<file path="src/rtl/code_lock_ctrl_if.sv">
// -----------------------------------------------------------------------------
// code_lock_ctrl_if
// Digit handshake between the keypad digit source (master) and the code lock
// entry controller (slave). A digit transfers on a rising clock edge when
// in_valid and in_ready are both high.
//   in_valid  master -> slave   digit present on in_digit
//   in_digit  master -> slave   digit value, DIGIT_W bits
//   in_ready  slave  -> master  controller can accept a digit
// DIGIT_W must match the DIGIT_W of the connected code_lock_ctrl.
// -----------------------------------------------------------------------------
interface code_lock_ctrl_if #(
  parameter int DIGIT_W = 3
) ();
  logic               in_valid;
  logic [DIGIT_W-1:0] in_digit;
  logic               in_ready;

  modport master (
    output in_valid,
    output in_digit,
    input  in_ready
  );

  modport slave (
    input  in_valid,
    input  in_digit,
    output in_ready
  );
endinterface

</file>
<file path="src/rtl/code_lock_ctrl.sv">
// -----------------------------------------------------------------------------
// code_lock_ctrl
// Entry controller for the digit-code lock. Collects CODE_LEN digits over the
// dig handshake, compares them with CODE (first digit in the most significant
// DIGIT_W bits), and issues one-cycle unlock/fail pulses. MAX_FAIL consecutive
// failures put the controller into a LOCKOUT of exactly LOCK_CYCLES cycles,
// during which offered digits are dropped.
//
// Ports
//   clk       rising-edge clock
//   clear     asynchronous reset, active-high
//   dig       digit handshake (slave side): in_valid, in_digit, in_ready
//   unlock    1-cycle pulse: entered code matched
//   fail      1-cycle pulse: entered code mismatched
//   locked    high for the whole lockout (decoded from state)
//   fail_cnt  consecutive failure count, never above MAX_FAIL
//   state     IDLE=00 ENTRY=01 VERIFY=10 LOCKOUT=11
//   timeout   1-cycle pulse: entry aborted after TIMEOUT idle cycles
//
// Build option
//   ENTRY_TIMEOUT_EN  when defined, an idle counter runs in ENTRY and aborts
//                     a partial entry after TIMEOUT cycles without a digit
//                     (adds the TIMEOUT parameter). When undefined, ENTRY
//                     waits indefinitely and timeout is tied low.
// -----------------------------------------------------------------------------
module code_lock_ctrl #(
  parameter int                               DIGIT_W     = 3,
  parameter int                               CODE_LEN    = 4,
  parameter logic [DIGIT_W*CODE_LEN-1:0]      CODE        = 12'b000111000011,
  parameter int                               MAX_FAIL    = 3,
  parameter int                               LOCK_CYCLES = 16
`ifdef ENTRY_TIMEOUT_EN
  ,
  parameter int                               TIMEOUT     = 32
`endif
) (
  input  logic                              clk,
  input  logic                              clear,
  code_lock_ctrl_if.slave                   dig,
  output logic                              unlock,
  output logic                              fail,
  output logic                              locked,
  output logic [$clog2(MAX_FAIL+1)-1:0]     fail_cnt,
  output logic [1:0]                        state,
  output logic                              timeout
);

  localparam int CODE_W = DIGIT_W * CODE_LEN;
  localparam int IDX_W  = $clog2(CODE_LEN + 1);
  localparam int FC_W   = $clog2(MAX_FAIL + 1);
  localparam int LC_W   = $clog2(LOCK_CYCLES + 1);

  localparam logic [IDX_W-1:0] IDX_LAST  = IDX_W'(CODE_LEN - 1);
  localparam logic [FC_W-1:0]  FAIL_LAST = FC_W'(MAX_FAIL - 1);
  localparam logic [LC_W-1:0]  LOCK_LAST = LC_W'(LOCK_CYCLES - 1);

  typedef enum logic [1:0] {
    S_IDLE    = 2'b00,
    S_ENTRY   = 2'b01,
    S_VERIFY  = 2'b10,
    S_LOCKOUT = 2'b11
  } state_t;

  state_t            state_q,    state_d;
  logic [IDX_W-1:0]  idx_q,      idx_d;
  logic [CODE_W-1:0] code_q,     code_d;
  logic [FC_W-1:0]   fail_cnt_q, fail_cnt_d;
  logic [LC_W-1:0]   lock_cnt_q, lock_cnt_d;
  logic              unlock_q,   unlock_d;
  logic              fail_q,     fail_d;
  logic              accept;

`ifdef ENTRY_TIMEOUT_EN
  localparam int             IW        = $clog2(TIMEOUT + 1);
  localparam logic [IW-1:0]  IDLE_LAST = IW'(TIMEOUT - 1);

  logic [IW-1:0] idle_q, idle_d;
  logic          timeout_q, timeout_d;
`endif

  assign dig.in_ready = (state_q == S_IDLE) || (state_q == S_ENTRY);
  assign accept       = dig.in_valid && dig.in_ready;

  // Next-state and datapath decisions.
  // NOTE: every signal driven here gets a default first, so no path through
  // the case can leave one unassigned and infer a latch.
  always_comb begin
    state_d    = state_q;
    idx_d      = idx_q;
    code_d     = code_q;
    fail_cnt_d = fail_cnt_q;
    lock_cnt_d = lock_cnt_q;
    unlock_d   = 1'b0;
    fail_d     = 1'b0;
`ifdef ENTRY_TIMEOUT_EN
    idle_d     = idle_q;
    timeout_d  = 1'b0;
`endif

    case (state_q)
      S_IDLE: begin
        if (accept) begin
          code_d  = CODE_W'(dig.in_digit);
          idx_d   = IDX_W'(1);
          state_d = (CODE_LEN == 1) ? S_VERIFY : S_ENTRY;
`ifdef ENTRY_TIMEOUT_EN
          idle_d  = '0;
`endif
        end
      end

      S_ENTRY: begin
        if (accept) begin
          // Shift left so the first digit ends up in the top DIGIT_W bits.
          code_d = (code_q << DIGIT_W) | CODE_W'(dig.in_digit);
          idx_d  = idx_q + 1'b1;
          if (idx_q == IDX_LAST) begin
            state_d = S_VERIFY;
          end
`ifdef ENTRY_TIMEOUT_EN
          idle_d = '0;
        end else if (idle_q == IDLE_LAST) begin
          // Abandoned entry: drop the partial code, keep the failure count.
          state_d   = S_IDLE;
          idx_d     = '0;
          code_d    = '0;
          idle_d    = '0;
          timeout_d = 1'b1;
        end else begin
          idle_d = idle_q + 1'b1;
`endif
        end
      end

      S_VERIFY: begin
        idx_d  = '0;
        code_d = '0;
        if (code_q == CODE) begin
          unlock_d   = 1'b1;
          fail_cnt_d = '0;
          state_d    = S_IDLE;
        end else begin
          fail_d     = 1'b1;
          fail_cnt_d = fail_cnt_q + 1'b1;
          if (fail_cnt_q == FAIL_LAST) begin
            lock_cnt_d = '0;
            state_d    = S_LOCKOUT;
          end else begin
            state_d = S_IDLE;
          end
        end
      end

      S_LOCKOUT: begin
        if (lock_cnt_q == LOCK_LAST) begin
          lock_cnt_d = '0;
          fail_cnt_d = '0;
          state_d    = S_IDLE;
        end else begin
          lock_cnt_d = lock_cnt_q + 1'b1;
        end
      end

      default: state_d = S_IDLE;
    endcase
  end

  // NOTE: state registers use non-blocking assignments so every register
  // samples the values from before this edge, independent of statement order.
  always_ff @(posedge clk or posedge clear) begin
    if (clear) begin
      state_q    <= S_IDLE;
      idx_q      <= '0;
      code_q     <= '0;
      fail_cnt_q <= '0;
      lock_cnt_q <= '0;
      unlock_q   <= 1'b0;
      fail_q     <= 1'b0;
`ifdef ENTRY_TIMEOUT_EN
      idle_q     <= '0;
      timeout_q  <= 1'b0;
`endif
    end else begin
      state_q    <= state_d;
      idx_q      <= idx_d;
      code_q     <= code_d;
      fail_cnt_q <= fail_cnt_d;
      lock_cnt_q <= lock_cnt_d;
      unlock_q   <= unlock_d;
      fail_q     <= fail_d;
`ifdef ENTRY_TIMEOUT_EN
      idle_q     <= idle_d;
      timeout_q  <= timeout_d;
`endif
    end
  end

  assign unlock   = unlock_q;
  assign fail     = fail_q;
  assign locked   = (state_q == S_LOCKOUT);
  assign fail_cnt = fail_cnt_q;
  assign state    = state_q;
`ifdef ENTRY_TIMEOUT_EN
  assign timeout  = timeout_q;
`else
  assign timeout  = 1'b0;
`endif

endmodule

</file>
<file path="src/flat_wrapper.sv">
// flat-port wrapper written by rule: the top's interface ports become plain ports
module code_lock_ctrl_flat 
#(
  parameter int                               DIGIT_W     = 3,
  parameter int                               CODE_LEN    = 4,
  parameter logic [DIGIT_W*CODE_LEN-1:0]      CODE        = 12'b000111000011,
  parameter int                               MAX_FAIL    = 3,
  parameter int                               LOCK_CYCLES = 16

)
  (clk, clear, unlock, fail, locked, fail_cnt, state, timeout, dig_in_valid, dig_in_digit, dig_in_ready);
  code_lock_ctrl_if #(.DIGIT_W(DIGIT_W)) dig_i ();
  input  logic clk;
  input  logic clear;
  output logic unlock;
  output logic fail;
  output logic locked;
  output logic [$clog2(MAX_FAIL+1)-1:0] fail_cnt;
  output logic [1:0] state;
  output logic timeout;
  input wire logic [$bits(dig_i.in_valid)-1:0] dig_in_valid;
  input wire logic [$bits(dig_i.in_digit)-1:0] dig_in_digit;
  output wire logic [$bits(dig_i.in_ready)-1:0] dig_in_ready;
  assign dig_i.in_valid = dig_in_valid;
  assign dig_i.in_digit = dig_in_digit;
  assign dig_in_ready = dig_i.in_ready;
  code_lock_ctrl #(.DIGIT_W(DIGIT_W), .CODE_LEN(CODE_LEN), .CODE(CODE), .MAX_FAIL(MAX_FAIL), .LOCK_CYCLES(LOCK_CYCLES)) u_core (.clk(clk), .clear(clear), .dig(dig_i), .unlock(unlock), .fail(fail), .locked(locked), .fail_cnt(fail_cnt), .state(state), .timeout(timeout));
endmodule
</file>
<file path="config.mk">
export PLATFORM = sky130hd
export DESIGN_NAME = code_lock_ctrl_flat
export DESIGN_NICKNAME = d
export VERILOG_FILES = /design/src/rtl/code_lock_ctrl_if.sv /design/src/rtl/code_lock_ctrl.sv /design/src/flat_wrapper.sv
export SDC_FILE = /design/constraint.sdc
export NUM_CORES = 1
export LEC_CHECK = 0
export ABC_AREA = 1
export CAP_MARGIN = 10
export CORE_MARGIN = 2
export CORE_UTILIZATION = 55
export CTS_CLUSTER_SIZE = 30
export DETAILED_ROUTE_END_ITERATION = 7
export DONT_BUFFER_PORTS = 1
export GPL_ROUTABILITY_DRIVEN = 0
export PLACE_DENSITY_LB_ADDON = 0.12
export SLEW_MARGIN = 20
export SYNTH_ARGS = -nofsm -noshare
export SYNTH_HDL_FRONTEND = slang
export SYNTH_SLANG_ARGS = --single-unit
export TNS_END_PERCENT = 5
</file>
<file path="constraint.sdc">
create_clock -name clk -period 3.5 [get_ports clk]
set_input_delay 0.875 -clock clk [delete_from_list [all_inputs] [get_ports clk]]
set_output_delay 0.875 -clock clk [all_outputs]
set_load 0.02 [all_outputs]
</file>
==> impl_metrics.env <==
export IMPL_status="completed"
export IMPL_grt_total_usage_pct=20.84
export IMPL_start_util_pct=57.34
export IMPL_clkSinkCount=26
export IMPL_sw_frac_of_total_pct=46.08
export IMPL_p_int_w=0.0005496
export IMPL_cts_tree="built"
export IMPL_busiest_layer="met2"
export IMPL_r2r_worst_path_cells=4
export IMPL_r2r_end="u_core.idx_q[0]$_DFFE_PP0P_"
export IMPL_crit_start="u_core.state[0]$_DFFE_PP0P_"
export IMPL_die_w_um=54.59
export IMPL_switchingPower_w=0.0004697
export IMPL_cp_arrival_ps=1530
export IMPL_netlist_cell_type_count=28
export IMPL_crit_path_end_kind="output pin"
export IMPL_fin_skew_ps=2.876
export IMPL_grtUsageMet3_pct=3.552
export IMPL_synth_seq_cells=26
export IMPL_grt_use_met1_pct=25.61
export IMPL_seqPwrFrac_pct=46.0
export IMPL_min_period_over_period_pct=68.80
export IMPL_portBuffers=0
export IMPL_cts_resized=0
export IMPL_timing_slew_headroom_pct=34.85
export IMPL_cap_violations=0
export IMPL_drv_slew=0
export IMPL_coreArea_um2=2455
export IMPL_dr_pass1_iters=7
export IMPL_drtIter0Drc=31
export IMPL_worstSkewPairLatency_ps=320
export IMPL_die_y_um=54.59
export IMPL_netlist_area_um2=1408
export IMPL_htree_levels=1
export IMPL_crit_end="dig_in_ready"
export IMPL_crit_chain="inv_1 > ha_1 > nor2_1 > inv_1"
export IMPL_wire_per_inst_um=12.81
export IMPL_grt_max_degree=31
export IMPL_grt_antenna_before_repair=0
export IMPL_finalSetupTns_ps=0
export IMPL_clockBufferDepth=2
export IMPL_multi_input_area_um2=624.3
export IMPL_hold_class="reg -> reg"
export IMPL_grt_ovfl_total=0
export IMPL_ys_seq_area_share_pct=46.22
export IMPL_yosysWarningCount=0
export IMPL_clock_power_share_pct=12.4
export IMPL_grt_first_pass_wirelength_um=4464
export IMPL_path_buf_inv=2
export IMPL_synth_nets=184
export IMPL_cts_hold_buffers=0
export IMPL_rsz0062_at_grt="false"
export IMPL_drt_wl_total_um=2549
export IMPL_met2_usage_pct=35.91
export IMPL_critical_path_peak_fanout=7
export IMPL_layout_common_cells="nand2_1 (31), inv_1 (27), dfrtp_1 (26)"
export IMPL_worstSetupPathType="reg -> out"
export IMPL_r2r_start="u_core.state[1]$_DFFE_PP0P_"
export IMPL_p_comb_share_pct=41.6
export IMPL_layout_nets=185
export IMPL_period_needed_ps=2408
export IMPL_drive_gt1_share_pct=7.101
export IMPL_hold_viol_final=0
export IMPL_cts_setup_buffers=0
export IMPL_nFillCells=220
export IMPL_p_leak_nw=0.6871
export IMPL_detail_route_vias_per_cell=5.417
export IMPL_crit_path_top_delay_cell="dfrtp_1"
export IMPL_vdd_drop_max_v=0.0004629
export IMPL_path_delay_family="flip-flops"
export IMPL_total_power_w=0.001019
export IMPL_final_common_cell="nand2_1"
export IMPL_root_buffer="clkbuf_4"
export IMPL_r2r_slack_ps=1600
export IMPL_fmax_ghz=0.4153
export IMPL_first_global_vias=1073
export IMPL_drtAntennaViolNets=0
export IMPL_cpPeakStageDelay_ps=590
export IMPL_area_growth_pct=2.577
export IMPL_path_common_cell="inv_1"
export IMPL_tightest_slew_ps=976.2
export IMPL_path_clk_slew_ps=130
export IMPL_start_kind="register"
export IMPL_ioPinCount=15
export IMPL_dieArea_um2=2980
export IMPL_ff_latch_area_um2=650.6
export IMPL_cts_buffers=3
export IMPL_finalSetupViolCount=0
export IMPL_dp_hpwl_um=1861
export IMPL_remaining_drc_errors=0
export IMPL_synth_cells=170
export IMPL_num_antenna_cells=0
export IMPL_required_ps=2620
export IMPL_synth_area_per_cell_um2=8.280
export IMPL_num_vias=1078
export IMPL_power_density_nw_per_um2=705.9
export IMPL_critical_path_depth=4
export IMPL_row_count=18
Yosys cell counts:
master | count | area, um2
or2_1 | 1 | 6.260
nor3_1 | 2 | 10.01
nand3_1 | 22 | 110.1
buf_4 | 2 | 15.01
o211ai_1 | 1 | 7.510
nand2_1 | 31 | 116.4
o21a_1 | 1 | 7.510
nand2_2 | 1 | 6.260
dfrtp_1 | 26 | 650.6
o21ai_1 | 2 | 10.01
ha_1 | 8 | 100.1
buf_2 | 1 | 5.000
inv_2 | 1 | 3.750
o21ai_2 | 1 | 8.760
inv_1 | 27 | 101.4
nand3_2 | 1 | 10.01
clkinv_1 | 1 | 3.750
clkbuf_1 | 1 | 3.750
nor2_1 | 7 | 26.28
nor2_4 | 1 | 11.26
o22ai_1 | 1 | 6.260
nand4_1 | 9 | 56.30
o21ai_0 | 15 | 75.07
nand3b_1 | 1 | 7.510
conb_1 | 1 | 3.750
xnor2_1 | 1 | 8.760
nor2_2 | 3 | 18.77
nand3_4 | 1 | 17.52
power by group through the flow:
stage	clock network (W)	logic, W	registers (W)
3_5_place_dp	0	0.000423	0.000477
5_1_grt	0.000142	0.000496	0.000482
6_report	0.000127	0.000424	0.000469
2_1_floorplan	0	0.000359	0.000459
3_3_place_gp	0	0.000407	0.000470
4_1_cts	0.000132	0.000426	0.000469
area by class of cell:
| class | instances | share of cell area (%) |
|---|---|---|
| flip-flops and latches | 26 | 45.06 |
| multi-input cells | 111 | 43.24 |
| inverters | 29 | 7.539 |
| well taps | 30 | 2.600 |
| clock buffers | 3 | 1.560 |
stage by stage:
step	cell area, um2	hold WS, ps	util [%]	setup WS (ps)	cells
6_report	1444	526.1	58.82	1092	199
5_1_grt	1444	567.6	58.82	982.0	199
4_1_cts	1444	528.5	58.82	1071	199
3_5_place_dp	1421	497.8	57.90	1449	196
3_3_place_gp	1421	493.6	57.90	1496	196
2_1_floorplan	1408	477.8	-	1548	170
flip-flops by register name, indices dropped and copies added (netlist names):
| name | cells |
|---|---|
| u_core.fail | 1 |
| u_core.unlock | 1 |
| u_core.code_q | 12 |
| u_core.idx_q | 3 |
| u_core.fail_cnt | 2 |
| u_core.lock_cnt_q | 5 |
| u_core.state | 2 |
worst min path at each step:
stage | slack (ps) | cells after the start | startpoint | to
2_1_floorplan | 480 | 2 | u_core.code_q[2]$_DFFE_PP0P_ | u_core.code_q[5]$_DFFE_PP0P_
3_3_place_gp | 490 | 2 | u_core.code_q[4]$_DFFE_PP0P_ | u_core.code_q[7]$_DFFE_PP0P_
3_5_place_dp | 500 | 2 | u_core.code_q[4]$_DFFE_PP0P_ | u_core.code_q[7]$_DFFE_PP0P_
4_1_cts | 530 | 2 | u_core.code_q[4]$_DFFE_PP0P_ | u_core.code_q[7]$_DFFE_PP0P_
5_1_grt | 570 | 3 | u_core.code_q[11]$_DFFE_PP0P_ | u_core.unlock$_DFF_PP0_
6_report | 530 | 2 | u_core.code_q[4]$_DFFE_PP0P_ | u_core.code_q[7]$_DFFE_PP0P_
layer usage:
layer / part of all wire [%] / up-vias
li1: - / 555
met1: 48 / 502
met2: 48 / 19
met3: 2.9 / 2
met4: 0.98 / 0
met5: 0 / -
worst min-delay path: stages, from the launching register on:
cell and delay [ps]:
dfrtp_1 370, nand3_1 70, o21ai_0 70
logic make-up (layout without fill, tap and decap cells):
group	count (synthesis)	after routing	share of synthesized area, %
compound gates	21	21	8.178
xor+xnor	1	1	0.6223
fa+ha+maj	8	8	7.111
buf+inv	33	32	9.421
flops	26	26	46.22
other cells	1	1	0.2664
simple gates	80	80	28.18
Note: power is estimated with default switching activity, not from simulation.
